[src/rtl/jump_inject_ctrl_if.sv]
// Command/response bus for jump_inject_ctrl.
// master: the agent that issues jump commands and collects the captured core state.
// slave:  the controller itself.
interface jump_inject_ctrl_if;
  logic        cmd_valid;
  logic        cmd_ready;
  logic [31:0] cmd_target;
  logic [15:0] cmd_count;
  logic        rsp_valid;
  logic        rsp_ready;
  logic [31:0] rsp_jout;
  logic [8:0]  rsp_pco;
  logic [8:0]  rsp_link;
  logic [1:0]  rsp_status;

  modport master (
    output cmd_valid, cmd_target, cmd_count, rsp_ready,
    input  cmd_ready, rsp_valid, rsp_jout, rsp_pco, rsp_link, rsp_status
  );

  modport slave (
    input  cmd_valid, cmd_target, cmd_count, rsp_ready,
    output cmd_ready, rsp_valid, rsp_jout, rsp_pco, rsp_link, rsp_status
  );
endinterface

[src/rtl/jump_inject_ctrl.sv]
// jump_inject_ctrl: queues {target, count} commands, injects a one-cycle jump
// (Jen/Jin) into the core, waits for `count` InstDone pulses, then captures the
// core's Jout/pco/link into a held response.
// Optional feature macro: JUMP_INJECT_TIMEOUT_EN -- when defined, a RUN phase
// that sees no InstDone for TIMEOUT_CYCLES cycles is cut short and answered
// with rsp_status = 2'b01.
module jump_inject_ctrl #(
  parameter int FIFO_DEPTH     = 4,
  parameter int TIMEOUT_CYCLES = 1024
) (
  input  logic                clk,
  input  logic                rst,
  jump_inject_ctrl_if.slave   bus,
  output logic                Jen,
  output logic [31:0]         Jin,
  input  logic                InstDone,
  input  logic [31:0]         Jout,
  input  logic [8:0]          pco,
  input  logic [8:0]          link
);

  localparam int AW    = $clog2(FIFO_DEPTH);
  localparam int OCC_W = AW + 1;

  // Elaboration-time parameter sanity checks.
  if (FIFO_DEPTH < 2 || (FIFO_DEPTH & (FIFO_DEPTH - 1)) != 0) begin : g_bad_depth
    $error("jump_inject_ctrl: FIFO_DEPTH must be a power of two >= 2");
  end
  if (TIMEOUT_CYCLES < 1) begin : g_bad_tmo
    $error("jump_inject_ctrl: TIMEOUT_CYCLES must be >= 1");
  end

  typedef enum logic [2:0] {
    S_IDLE, S_INJECT, S_RUN, S_CAPTURE, S_RESP
  } state_t;

  state_t            state_q;
  logic [31:0]       mem_tgt [FIFO_DEPTH];
  logic [15:0]       mem_cnt [FIFO_DEPTH];
  logic [AW-1:0]     wr_ptr_q, rd_ptr_q;
  logic [OCC_W-1:0]  occ_q;
  logic [15:0]       cnt_q;
  logic              full, push, pop;

  logic              rsp_valid_q;
  logic [31:0]       rsp_jout_q;
  logic [8:0]        rsp_pco_q, rsp_link_q;
  logic [1:0]        rsp_status_q;

  // Ready depends only on registered occupancy (and reset), never on this cycle's pop.
  assign full          = (occ_q == OCC_W'(FIFO_DEPTH));
  assign bus.cmd_ready = !full && !rst;
  assign push          = bus.cmd_valid && bus.cmd_ready;
  assign pop           = (state_q == S_IDLE) && (occ_q != '0);

  assign bus.rsp_valid  = rsp_valid_q;
  assign bus.rsp_jout   = rsp_jout_q;
  assign bus.rsp_pco    = rsp_pco_q;
  assign bus.rsp_link   = rsp_link_q;
  assign bus.rsp_status = rsp_status_q;

  // Command storage; entries are not reset, occupancy alone says what is valid.
  always_ff @(posedge clk) begin
    if (push) begin
      mem_tgt[wr_ptr_q] <= bus.cmd_target;
      mem_cnt[wr_ptr_q] <= bus.cmd_count;
    end
  end

  // Circular pointers and occupancy; pointers wrap naturally at the power-of-two depth.
  always_ff @(posedge clk) begin
    if (rst) begin
      wr_ptr_q <= '0;
      rd_ptr_q <= '0;
      occ_q    <= '0;
    end else begin
      if (push) wr_ptr_q <= wr_ptr_q + 1'b1;
      if (pop)  rd_ptr_q <= rd_ptr_q + 1'b1;
      case ({push, pop})
        2'b10:   occ_q <= occ_q + 1'b1;
        2'b01:   occ_q <= occ_q - 1'b1;
        default: occ_q <= occ_q;
      endcase
    end
  end

`ifdef JUMP_INJECT_TIMEOUT_EN
  localparam int TMO_W = $clog2(TIMEOUT_CYCLES + 1);
  logic [TMO_W-1:0] tmo_q;
  logic             tmo_hit_q;
`endif

  // Sequencer: IDLE -> INJECT -> (RUN) -> CAPTURE -> RESP -> IDLE, outputs registered.
  always_ff @(posedge clk) begin
    if (rst) begin
      state_q      <= S_IDLE;
      cnt_q        <= '0;
      Jen          <= 1'b0;
      Jin          <= '0;
      rsp_valid_q  <= 1'b0;
      rsp_jout_q   <= '0;
      rsp_pco_q    <= '0;
      rsp_link_q   <= '0;
      rsp_status_q <= 2'b00;
`ifdef JUMP_INJECT_TIMEOUT_EN
      tmo_q        <= '0;
      tmo_hit_q    <= 1'b0;
`endif
    end else begin
      case (state_q)
        S_IDLE: begin
          if (pop) begin
            cnt_q   <= mem_cnt[rd_ptr_q];
            Jen     <= 1'b1;
            Jin     <= mem_tgt[rd_ptr_q];
            state_q <= S_INJECT;
          end
        end
        S_INJECT: begin
          // InstDone in this cycle belongs to the jump itself and is not counted.
          Jen     <= 1'b0;
          Jin     <= '0;
`ifdef JUMP_INJECT_TIMEOUT_EN
          tmo_q     <= '0;
          tmo_hit_q <= 1'b0;
`endif
          state_q <= (cnt_q != 16'd0) ? S_RUN : S_CAPTURE;
        end
        S_RUN: begin
          if (InstDone) begin
            cnt_q <= cnt_q - 16'd1;
            if (cnt_q == 16'd1) state_q <= S_CAPTURE;
`ifdef JUMP_INJECT_TIMEOUT_EN
            tmo_q <= '0;
          end else if (tmo_q == TMO_W'(TIMEOUT_CYCLES - 1)) begin
            tmo_hit_q <= 1'b1;
            state_q   <= S_CAPTURE;
          end else begin
            tmo_q <= tmo_q + 1'b1;
`endif
          end
        end
        S_CAPTURE: begin
          rsp_jout_q   <= Jout;
          rsp_pco_q    <= pco;
          rsp_link_q   <= link;
`ifdef JUMP_INJECT_TIMEOUT_EN
          rsp_status_q <= tmo_hit_q ? 2'b01 : 2'b00;
`else
          rsp_status_q <= 2'b00;
`endif
          rsp_valid_q  <= 1'b1;
          state_q      <= S_RESP;
        end
        S_RESP: begin
          // Response fields stay put after the handshake until the next capture.
          if (bus.rsp_ready) begin
            rsp_valid_q <= 1'b0;
            state_q     <= S_IDLE;
          end
        end
        default: state_q <= S_IDLE;
      endcase
    end
  end

endmodule

[src/flat_wrapper.sv]
// flat-port wrapper written by rule: the top's interface ports become plain ports
module jump_inject_ctrl_flat 
#(
  parameter int FIFO_DEPTH     = 4,
  parameter int TIMEOUT_CYCLES = 1024
)
  (clk, rst, Jen, Jin, InstDone, Jout, pco, link, bus_cmd_valid, bus_cmd_target, bus_cmd_count, bus_rsp_ready, bus_cmd_ready, bus_rsp_valid, bus_rsp_jout, bus_rsp_pco, bus_rsp_link, bus_rsp_status);
  jump_inject_ctrl_if bus_i ();
  input  logic clk;
  input  logic rst;
  output logic Jen;
  output logic [31:0] Jin;
  input  logic InstDone;
  input  logic [31:0] Jout;
  input  logic [8:0] pco;
  input  logic [8:0] link;
  input wire logic [$bits(bus_i.cmd_valid)-1:0] bus_cmd_valid;
  input wire logic [$bits(bus_i.cmd_target)-1:0] bus_cmd_target;
  input wire logic [$bits(bus_i.cmd_count)-1:0] bus_cmd_count;
  input wire logic [$bits(bus_i.rsp_ready)-1:0] bus_rsp_ready;
  output wire logic [$bits(bus_i.cmd_ready)-1:0] bus_cmd_ready;
  output wire logic [$bits(bus_i.rsp_valid)-1:0] bus_rsp_valid;
  output wire logic [$bits(bus_i.rsp_jout)-1:0] bus_rsp_jout;
  output wire logic [$bits(bus_i.rsp_pco)-1:0] bus_rsp_pco;
  output wire logic [$bits(bus_i.rsp_link)-1:0] bus_rsp_link;
  output wire logic [$bits(bus_i.rsp_status)-1:0] bus_rsp_status;
  assign bus_i.cmd_valid = bus_cmd_valid;
  assign bus_i.cmd_target = bus_cmd_target;
  assign bus_i.cmd_count = bus_cmd_count;
  assign bus_i.rsp_ready = bus_rsp_ready;
  assign bus_cmd_ready = bus_i.cmd_ready;
  assign bus_rsp_valid = bus_i.rsp_valid;
  assign bus_rsp_jout = bus_i.rsp_jout;
  assign bus_rsp_pco = bus_i.rsp_pco;
  assign bus_rsp_link = bus_i.rsp_link;
  assign bus_rsp_status = bus_i.rsp_status;
  jump_inject_ctrl #(.FIFO_DEPTH(FIFO_DEPTH), .TIMEOUT_CYCLES(TIMEOUT_CYCLES)) u_core (.clk(clk), .rst(rst), .bus(bus_i), .Jen(Jen), .Jin(Jin), .InstDone(InstDone), .Jout(Jout), .pco(pco), .link(link));
endmodule
[config.mk]
export PLATFORM = sky130hd
export DESIGN_NAME = jump_inject_ctrl_flat
export DESIGN_NICKNAME = d
export VERILOG_FILES = /design/src/rtl/jump_inject_ctrl_if.sv /design/src/rtl/jump_inject_ctrl.sv /design/src/flat_wrapper.sv
export SDC_FILE = /design/constraint.sdc
export NUM_CORES = 1
export LEC_CHECK = 0
export BUFFER_PORTS_ARGS = -buffer_cell sky130_fd_sc_hd__buf_2
export CORE_MARGIN = 2
export CORE_UTILIZATION = 53
export DETAILED_ROUTE_END_ITERATION = 8
export PLACE_DENSITY = 0.76
export SLEW_MARGIN = 20
export SYNTH_ARGS = -nofsm -noshare
export SYNTH_HDL_FRONTEND = slang
export SYNTH_SLANG_ARGS = --single-unit
[constraint.sdc]
create_clock -name clk -period 3.5 [get_ports clk]
set_input_delay 0.35 -clock clk [delete_from_list [all_inputs] [get_ports clk]]
set_output_delay 0.35 -clock clk [all_outputs]
set_load 0.01 [all_outputs]
==> impl_results.md, run 1 <==
* Commonest cells after routing, fill and taps aside: edfxtp_1 (192), buf_2 (186), nand2_1 (147), dfxtp_1 (110), a21oi_1 (97)
* R2R Path Start: u_core.occ_q[0]$_SDFFE_PP0P_
* Final slew viol count at 0
* Arr. time, crit path at 2.75 ns
* Routed len/inst at 18.2 um
* Hold Fails Final Rpt at 0
* Critical Path, Cell by Cell: nor2_1 -> a211oi_1 -> buf_4 -> inv_1 -> ha_1 -> fa_1 -> xnor2_1 -> or3_1 -> a21oi_1
* Cells after DPL at 1253
* Status: finished clean
* GR Util All Layers at 20.5%
* Clk_lat worst skew at 0.55 ns
* Max-capacitance violation count at 0
* Dpl hpwl at 14700 um
* Startpoint Class: flop
* RSZ-0062 raised after global routing: no
* CP Capture Type: flop
* Synth Area in Simple Gates at 10.3%
* DR vias at 7296
* Initial antenna violation count at 1
* Synth Area in Adders at 0.931%
* ANT nets after route at 0
* Worst R2R Path Depth at 9
* Worst Setup Path Type: reg2reg
* Avg Vias per Cell at 5.53
* Sink Count at 304
* CTS max path bufs at 3
* Fin area at 0.0140 mm^2
* DIE AREA at 0.0230 mm^2
* Syn avg cell area at 14.0 um^2
* Mux cell area share after synthesis at 9.44%
* Critical hold path startpoint: bus_cmd_count[12]
* Max transition margin at 41.0%
* I/O Buffers at 187
* Delay of the slowest critical-path stage at 0.44 ns
* Yosys warning count at 0
* FF/Latch Area at 0.00801 mm^2
* Num rows at 54
* Post-synth cell types at 63
* Core area at 0.0216 mm^2
* CTS tree: built
* Area of the multi-input gates at 0.00324 mm^2
* TNS Setup at 0 ns
* First-pass GRT wire length at 36500 um
* Die Span Y at 152 um
* H-tree levels at 1
* Most common cell after layout, fill and taps aside: edfxtp_1
* Crit path max-delay family: adder cells
* Layout fillers at 1590
* Mapped Cells at 824
* Num ports at 190
* Tmin final at 2.27 ns
* Largest family of logic cells by synthesized area: simple AND/OR/NAND/NOR gates
* Final Cycle Share at 64.8%
* Worst-path clk slew at 0.07 ns
* DR pass1 iterations at 4
* Drt total wl at 24000 um
* Grt total ovfl at 0
* Post-synthesis compound-gate area fraction at 6.92%
* DRT iter0 DRCs at 484
* F_max at 441 MHz
* Async SR Flop Fraction at 0%
* Reg2Reg Setup Slack at 1.23 ns
* Layout Nets at 1125
* Register area share after synthesis at 69.3%
* VDD IR max at 0.485 mV
* Leak at 5.05 nW
* Critical Path RT at 3.98 ns
* Post-CTS sizing at 0
* GP Congestion at 0.830
* Top_reg_cell synth: edfxtp_1
* Num CTS Buffers at 30
* Starting Density at 53.4%
* Critical-path top delay cell: fa_1
* Synth-to-Final Area Change at 20.8%
* Placed inst area at 0.0127 mm^2
* Worst slew pin tran at 0.886 ns
* Post-synthesis register bit count at 304
* Netlist Area Pre-Place at 0.0116 mm^2
* Largest net degree at the start of global routing at 74
* Cell Pwr Density at 784 mW/mm^2
* EDFF count, synth at 192
* Hold EP: u_core.mem_cnt[3][12]$_DFFE_PP_
* Critical path fanouts, max at 8
* # DRC at 0
* Synth Area in XOR/XNOR at 0.379%
* Hold/Removal Path Class: in2reg
* CTS root buffer: clkbuf_16
* Number of global-route vias before repair at 7080
* Clock Skew at 0.0186 ns
* Hold path cells at 1
* Share of cells above drive strength 1 at 31.2%
* Setup violations, final at 0
* Buffers and inverters on the worst path at 2
* Reg2reg end: u_core.occ_q[2]$_SDFFE_PP0P_
* Die width at 152 um
* Cell Count, Final, Fillers Out at 1319
-- cells by family (layout without fill, tap and decap cells) --
logic type / after synthesis / in the layout
AOI/OAI and AO/OA: 141 / 141
xor gates and xnor gates: 5 / 5
adders and majority gates: 8 / 8
buffers and inverters: 66 / 279
DFF: 304 / 304
muxes: 49 / 49
other: 1 / 3
and+or+nand+nor: 250 / 250
-- worst max path at each step --
stage                                            start                        endpoint  slack, ns  cells past startpoint
final                     u_core.occ_q[0]$_SDFFE_PP0P_    u_core.occ_q[2]$_SDFFE_PP0P_       1.23                      9
after global routing      u_core.occ_q[0]$_SDFFE_PP0P_    u_core.occ_q[2]$_SDFFE_PP0P_       1.06                      9
after floorplan           u_core.occ_q[0]$_SDFFE_PP0P_  u_core.mem_cnt[0][0]$_DFFE_PP_       0.82                      3
after global placement                             rst    u_core.occ_q[2]$_SDFFE_PP0P_       1.07                      9
after detailed placement                           rst    u_core.occ_q[2]$_SDFFE_PP0P_       1.05                      9
after CTS                 u_core.occ_q[0]$_SDFFE_PP0P_    u_core.occ_q[2]$_SDFFE_PP0P_       1.21                      9
-- state kept, by name, indices dropped and copies added (netlist names), named ones only --
register	count
u_core.rd_ptr_q	2
u_core.wr_ptr_q	2
u_core.mem_tgt	128
u_core.Jen	1
u_core.state_q	3
u_core.bus.rsp_pco	9
u_core.Jin	32
u_core.cnt_q	16
u_core.mem_cnt	64
u_core.bus.rsp_link	9
u_core.bus.rsp_valid	1
u_core.occ_q	3
u_core.bus.rsp_jout	32
-- timing repair --
action	in CTS	in global routing
hold endpoints to repair	34	0
buffers inserted	0	0
hold buffers	9	0
-- layer usage --
metal,routed length [um],vias up,GRT usage [%]
met5,0,-,0
met4,497,0,5.69
met3,1870,43,4.25
met2,11800,256,35.2
met1,9860,3545,26.6
li1,-,3452,-
-- report_power, final --
group	switching, mW	total, mW	internal, mW	leakage, nW
Clock	1.37	3.67	2.30	0.553
Sequential	0.387	4.59	4.20	2.65
Combinational	1.54	2.69	1.15	1.84
-- Yosys cell counts (4+ instances only) --
cell type,number,area share [%]
a31oi_1,10,0.54
nor2_1,19,0.62
mux4_2,48,9.4
nor3_1,4,0.17
clkbuf_1,25,0.81
buf_4,7,0.45
buf_1,4,0.13
a21oi_1,97,4.2
ha_1,7,0.76
inv_1,11,0.36
nand3_1,40,1.7
and2_1,7,0.38
buf_2,15,0.65
o21ai_0,9,0.39
o32ai_1,4,0.30
dfxtp_1,112,19
edfxtp_1,192,50
nand2_1,148,4.8
-- worst register-to-register path, delay by kind of cell, from the launching register on --
kind / cells / cell delay (ns)
AND/OR/NAND/NOR: 2 / 0.39
adder cells (fa/ha/maj): 2 / 0.65
AO/OA/AOI/OAI: 2 / 0.37
buffers and inverters: 2 / 0.24
XOR/XNOR: 1 / 0.14
flip-flops: 1 / 0.41
-- layout make-up --
cell class                      count  area share [%]
Clock buffer                       32            5.65
Clock inverter                     24            2.63
Timing Repair Buffer              211            8.26
Tap cell                          280            2.51
Sequential cell                   304            57.4
Inverter                           12           0.323
Antenna cell                        1          0.0179
Multi-Input combinational cell    455            23.2
-- through the flow --
| stage | hold WS (ns) | setup slack, ns | total power, mW | utilization (%) |
|---|---|---|---|---|
| 4_1_cts | 0.000378 | 1.21 | 11.0 | 64.6 |
| 5_1_grt | 0.00211 | 1.06 | 11.5 | 64.6 |
| 3_5_place_dp | 0.443 | 1.05 | 7.34 | 58.8 |
| 2_1_floorplan | 0.449 | 0.817 | 6.59 | - |
| 6_report | 0.00825 | 1.23 | 10.9 | 64.6 |
| 3_3_place_gp | 0.438 | 1.07 | 7.27 | 58.8 |
Note: power is estimated with default switching activity, not from simulation.
==> run 2: changes to the inputs <==
- clock period: 3.5 -> 2.2 ns (I/O delays scaled with it)
==> impl_results.md, run 2 (synthesis results as in run 1) <==
* Status: finished clean
* Cell Count, Final, Fillers Out at 1430 (+8.4%)
* Routed len/inst at 18.4 um (+1.0%)
* Critical-path top delay cell: fa_1
* Layout Nets at 1236 (+9.9%)
* F_max at 482 MHz (+9.3%)
* Fin util at 69.2% (+4.6 points)
* CTS root buffer: clkbuf_16
* Hold Fails Final Rpt at 0 (unchanged)
* Max-capacitance violation count at 0 (unchanged)
* DR WL met3 at 1940 um (+3.7%)
* Reg2reg end: u_core.occ_q[2]$_SDFFE_PP0P_
* Commonest cells after routing, fill and taps aside: edfxtp_1 (192), buf_2 (186), nand2_1 (147), dfxtp_1 (109), dlygate4sd3_1 (99)
* Die width at 152 um (unchanged)
* Met2 routed WL at 13200 um (+12%)
* Worst slew pin tran at 0.713 ns (-0.173 ns)
* Largest net degree at the start of global routing at 62 (-16%)
* Worst Setup SP: u_core.occ_q[1]$_SDFFE_PP0P_
* Reg with most FFs: u_core.mem_tgt
* GP Congestion at 0.846 (+1.9%)
* Num ports at 190 (unchanged)
* Critical path fanouts, max at 4 (-4)
* Dpl hpwl at 15000 um (+2.1%)
* Critical Path RT at 2.68 ns (-1.30 ns)
* DR vias at 7819 (+7.2%)
* Avg Vias per Cell at 5.47 (-1.2%)
* Num CTS Buffers at 31 (+3.3%)
* DIE AREA at 0.0230 mm^2 (unchanged)
* Drt total wl at 26300 um (+9.5%)
* Num rows at 54 (unchanged)
* Startpoint Class: flop
* Reg2Reg Setup Slack at 0.12 ns (-1.11 ns)
* Number of global-route vias before repair at 7719 (+9.0%)
* DRT iter0 DRCs at 458 (-5.4%)
* Starting Density at 53.4% (unchanged)
* Top flop regs: u_core.mem_tgt: 128 flops, u_core.mem_cnt: 64 flops
* Cells after DPL at 1273 (+1.6%)
* Worst Setup Path Type: reg2reg
* Crit path max-delay family: simple AND/OR/NAND/NOR gates
* Crit path to: u_core.occ_q[2]$_SDFFE_PP0P_
* # DRC at 0 (unchanged)
* Die Span Y at 152 um (unchanged)
* Core area at 0.0216 mm^2 (unchanged)
* Delay of the slowest critical-path stage at 0.42 ns (-0.02 ns)
* Max transition margin at 52.5% (+12 points)
* GR Util All Layers at 22.3% (+1.8 points)
* Synth-to-Final Area Change at 29.5%
* Final Cycle Share at 94.3% (+29 points)
* Critical Path, Cell by Cell: or3_4 -> nand2_2 -> inv_2 -> ha_4 -> fa_1 -> xnor2_1 -> or3_1 -> a21oi_1
* Arr. time, crit path at 2.56 ns (-0.19 ns)
* Initial antenna violation count at 0 (-1)
* Worst-path clk slew at 0.06 ns (about the same)
* RSZ-0062 raised after global routing: no
* VDD IR max at 0.881 mV (+82%)
* Buffers and inverters on the worst path at 1 (-1)
* H-tree levels at 1 (unchanged)
* ANT nets after route at 0 (unchanged)
* TNS Setup at 0 ns (unchanged)
* DR pass1 iterations at 5 (+1)
* Met1 wire length at 10500 um (+6.3%)
* CP Depth at 8 (-1)
* Leak at 5.48 nW (+8.5%)
* Antenna Cells at 0 (-1)
* Cell Pwr Density at 1160 mW/mm^2 (+48%)
* Number of flip-flops under the largest register name at 128 (unchanged)
* R2R Path Start: u_core.occ_q[1]$_SDFFE_PP0P_
* Grt total ovfl at 0 (unchanged)
* Setup violations, final at 0 (unchanged)
* I/O Buffers at 187 (unchanged)
* CTS max path bufs at 3 (unchanged)
* Tmin final at 2.08 ns (-0.194 ns)
* Clk_lat worst skew at 0.56 ns (about the same)
* Sink Count at 304 (unchanged)
* Setup Fix Bufs, Post-CTS at 0 (unchanged)
* CTS tree: built
* First-pass GRT wire length at 39700 um (+8.9%)
* Share of cells above drive strength 1 at 29.7% (-1.6 points)
* Hold/Removal Path Class: in2reg
* Final slew viol count at 0 (unchanged)
* Clock Skew at 0.0185 ns (-0.000104 ns)
* Most common cell after layout, fill and taps aside: edfxtp_1
* Max layer used: met4
* Worst R2R Path Depth at 8 (-1)
* CP Capture Type: flop
## run 2: changes by cell type in the layout (fill, tap and decap cells not counted), sizes merged
cell | before | now
diode | 1 | 0
bufinv | 9 | 4
clkbuf | 32 | 39
dlygate4sd3 | 9 | 99
buf | 202 | 222
## run 2: report_power, final
part / switching, mW / leakage [nW] / total, mW / internal, mW
Combinational: 2.71 / 2.33 / 4.86 / 2.15
Clock: 2.14 / 0.493 / 5.25 / 3.11
Sequential: 0.530 / 2.65 / 7.21 / 6.68
Total: 5.38 / 5.48 / 17.3 / 11.9
## run 2: per-stage QoR
step | hold slack [ns] | area, um^2 | worst slack (ns) | power [mW]
2_1_floorplan | 0.319 | 11600 | 0.000852 | 10.5
3_5_place_dp | 0.439 | 12900 | 0.0963 | 12.0
4_1_cts | 0.0722 | 15000 | 0.0804 | 17.4
6_report | 0.103 | 15000 | 0.124 | 17.3
3_3_place_gp | 0.434 | 12900 | 0.127 | 11.9
5_1_grt | 0.141 | 15000 | 0.0249 | 18.2
## run 2: final cells by class
cell class | instances | area, um^2
inverters | 12 | 45.0
clock buffers | 39 | 816
multi-input cells | 455 | 3260
repair buffers | 321 | 2250
well taps | 280 | 350
flip-flops and latches | 304 | 8010
fillers | 1431 | 6660
clock inverters | 19 | 221
## run 2: how the worst min path moves through the flow
stage	start	slack, ns	end	cells after the start
after detailed placement	bus_cmd_target[16]	0.44	u_core.mem_tgt[2][16]$_DFFE_PP_	1
after global routing	InstDone	0.14	u_core.cnt_q[6]$_SDFFE_PP0P_	4
after global placement	bus_cmd_target[8]	0.43	u_core.mem_tgt[2][8]$_DFFE_PP_	1
after CTS	InstDone	0.07	u_core.cnt_q[6]$_SDFFE_PP0P_	4
final	InstDone	0.10	u_core.cnt_q[6]$_SDFFE_PP0P_	4
after floorplan	bus_cmd_count[0]	0.32	u_core.mem_cnt[0][0]$_DFFE_PP_	0
## run 2: layer usage
layer / vias up / global-route usage, %
li1: 3666 / -
met3: 47 / 4.07
met1: 3812 / 28.0
met4: 0 / 6.25
met2: 294 / 39.8
met5: - / 0
## run 2: tightest hold or removal path: stages
cell,delay [ns]
buf_2,0.12
nand2_1,0.09
nand3_1,0.09
a31oi_1,0.08
## run 2: timing repair
action	CTS	global route
endpoints found under the hold margin	243	0
hold buffers	99	0
endpoints found under the setup margin	0	1
gates resized for setup	0	1
==> run 3: changes to the inputs <==
- CTS_BUF_LIST: unset -> sky130_fd_sc_hd__clkbuf_2 sky130_fd_sc_hd__clkbuf_4 sky130_fd_sc_hd__clkbuf_8
==> impl_results.md, run 3 (synthesis results as in run 1) <==
* First-pass GRT wire length at 39300 um (-1.0%)
* H-tree levels at 2 (+1)
* Largest net degree at the start of global routing at 62 (unchanged)
* Num ports at 190 (unchanged)
* Fin area at 0.0149 mm^2 (-0.32%)
* CP Capture Type: flop
* Drt total wl at 26500 um (+0.81%)
* Layout Nets at 1253 (+1.4%)
* TNS Setup at 0 ns (unchanged)
* Reg with most FFs: u_core.mem_tgt
* Most common cell after layout, fill and taps aside: edfxtp_1
* Hold/Removal Path Class: in2reg
* Num rows at 54 (unchanged)
* GR Util All Layers at 22.3% (+0.027 points)
* CTS root buffer: clkbuf_8
* Sink Count at 304 (unchanged)
* Die width at 152 um (unchanged)
* DIE AREA at 0.0230 mm^2 (unchanged)
* F_max at 486 MHz (+0.84%)
* Grt total ovfl at 0 (unchanged)
* Routed len/inst at 18.1 um (-1.3%)
* Die Span Y at 152 um (unchanged)
* Max transition margin at 53.4% (+0.88 points)
* Synth-to-Final Area Change at 29.1%
* Final slew viol count at 0 (unchanged)
* Max-capacitance violation count at 0 (unchanged)
* Share of cells above drive strength 1 at 31.6% (+1.9 points)
* Initial antenna violation count at 0 (unchanged)
* Setup Fix Bufs, Post-CTS at 0 (unchanged)
* Status: finished clean
* Number of global-route vias before repair at 7563 (-2.0%)
* Core area at 0.0216 mm^2 (unchanged)
* Number of flip-flops under the largest register name at 128 (unchanged)
* Hold Fails Final Rpt at 0 (unchanged)
* Worst-path clk slew at 0.06 ns (about the same)
* ANT nets after route at 0 (unchanged)
* DR vias at 7890 (+0.91%)
* Placed inst area at 0.0129 mm^2 (unchanged)
* Cell Pwr Density at 1130 mW/mm^2 (-2.0%)
* Commonest cells after routing, fill and taps aside: edfxtp_1 (192), buf_2 (186), nand2_1 (147), dfxtp_1 (109), dlygate4sd3_1 (99)
* Dpl hpwl at 15000 um (unchanged)
* Leak at 5.51 nW (+0.72%)
* Top flop regs: u_core.mem_tgt: 128 flops, u_core.mem_cnt: 64 flops
* VDD IR max at 0.840 mV (-4.6%)
* Arr. time, crit path at 2.56 ns (about the same)
* CTS tree: built
* Avg Vias per Cell at 5.40 (-1.2%)
* DRT iter0 DRCs at 382 (-17%)
* Startpoint Class: flop
* Num CTS Buffers at 48 (+55%)
* Final Cycle Share at 93.6% (-0.79 points)
* Critical path fanouts, max at 4 (unchanged)
* Tmin final at 2.06 ns (-0.0173 ns)
* GP Congestion at 0.846 (unchanged)
* Clock Skew at 0.0278 ns (+0.00925 ns)
* # DRC at 0 (unchanged)
* Worst slew pin tran at 0.700 ns (-0.0131 ns)
* Critical Path RT at 2.70 ns (+0.02 ns)
* Antenna Cells at 0 (unchanged)
* RSZ-0062 raised after global routing: no
* Clk_lat worst skew at 0.57 ns (about the same)
* CTS max path bufs at 3 (unchanged)
* I/O Buffers at 187 (unchanged)
* Worst Setup Path Type: reg2reg
* Starting Density at 53.4% (unchanged)
* Setup violations, final at 0 (unchanged)
* DR pass1 iterations at 4 (-1)
## run 3: final cells by class
| cell class | instances | area, um^2 |
|---|---|---|
| clock buffer | 63 | 805 |
| clock inverter | 26 | 185 |
| fill | 1467 | 6710 |
| inverter | 12 | 45.0 |
| multi-input combinational | 455 | 3260 |
| sequential | 304 | 8010 |
| tap | 280 | 350 |
| timing repair buffer | 321 | 2250 |
## run 3: per-stage QoR
| stage | total power, mW | util (%) | setup slack [ns] | std cells | hold WS [ns] |
|---|---|---|---|---|---|
| after floorplan | 10.5 | - | 0.000852 | 825 | 0.319 |
| after global placement | 11.9 | 59.8 | 0.127 | 1273 | 0.434 |
| after detailed placement | 12.0 | 59.8 | 0.0963 | 1273 | 0.439 |
| after CTS | 17.0 | 69.0 | 0.0909 | 1461 | 0.0483 |
| after global routing | 17.8 | 69.0 | 0.0214 | 1461 | 0.127 |
| final | 16.9 | 69.0 | 0.142 | 1461 | 0.0822 |
## run 3: repair_timing
action                     CTS  global route
gates resized for setup      0             1
setup endpoints to repair    0             1
hold buffers                99             0
hold endpoints to repair   243             0
## run 3: critical path, stage by stage (launching register included)
cell and delay, ns:
dfxtp_2 0.34, or3_4 0.39, nand2_2 0.08, inv_2 0.05
ha_4 0.16, fa_1 0.42, xnor2_1 0.14, or3_1 0.30
a21oi_1 0.12
## run 3: where the power goes
| part | switching (mW) | total [mW] | internal (mW) |
|---|---|---|---|
| Sequential | 0.532 | 7.22 | 6.68 |
| Combinational | 2.71 | 4.86 | 2.15 |
| Clock | 2.20 | 4.86 | 2.65 |
## run 3: layer usage
metal	GRT usage (%)	routed length, um	up-vias
met2	39.5	13400	292
met4	6.53	444	0
met3	4.64	1990	41
li1	-	-	3705
met5	0	0	-
met1	27.8	10700	3852
## run 3: final timing paths
check	start	end	slack, ns	cells after the start
hold reg to reg	u_core.bus.rsp_jout[28]$_SDFFE_PP0P_	u_core.bus.rsp_jout[28]$_SDFFE_PP0P_	0.45	2
hold / removal	InstDone	u_core.cnt_q[6]$_SDFFE_PP0P_	0.08	4
setup / recovery	u_core.occ_q[1]$_SDFFE_PP0P_	u_core.occ_q[2]$_SDFFE_PP0P_	0.14	8
setup reg to reg	u_core.occ_q[1]$_SDFFE_PP0P_	u_core.occ_q[2]$_SDFFE_PP0P_	0.14	8
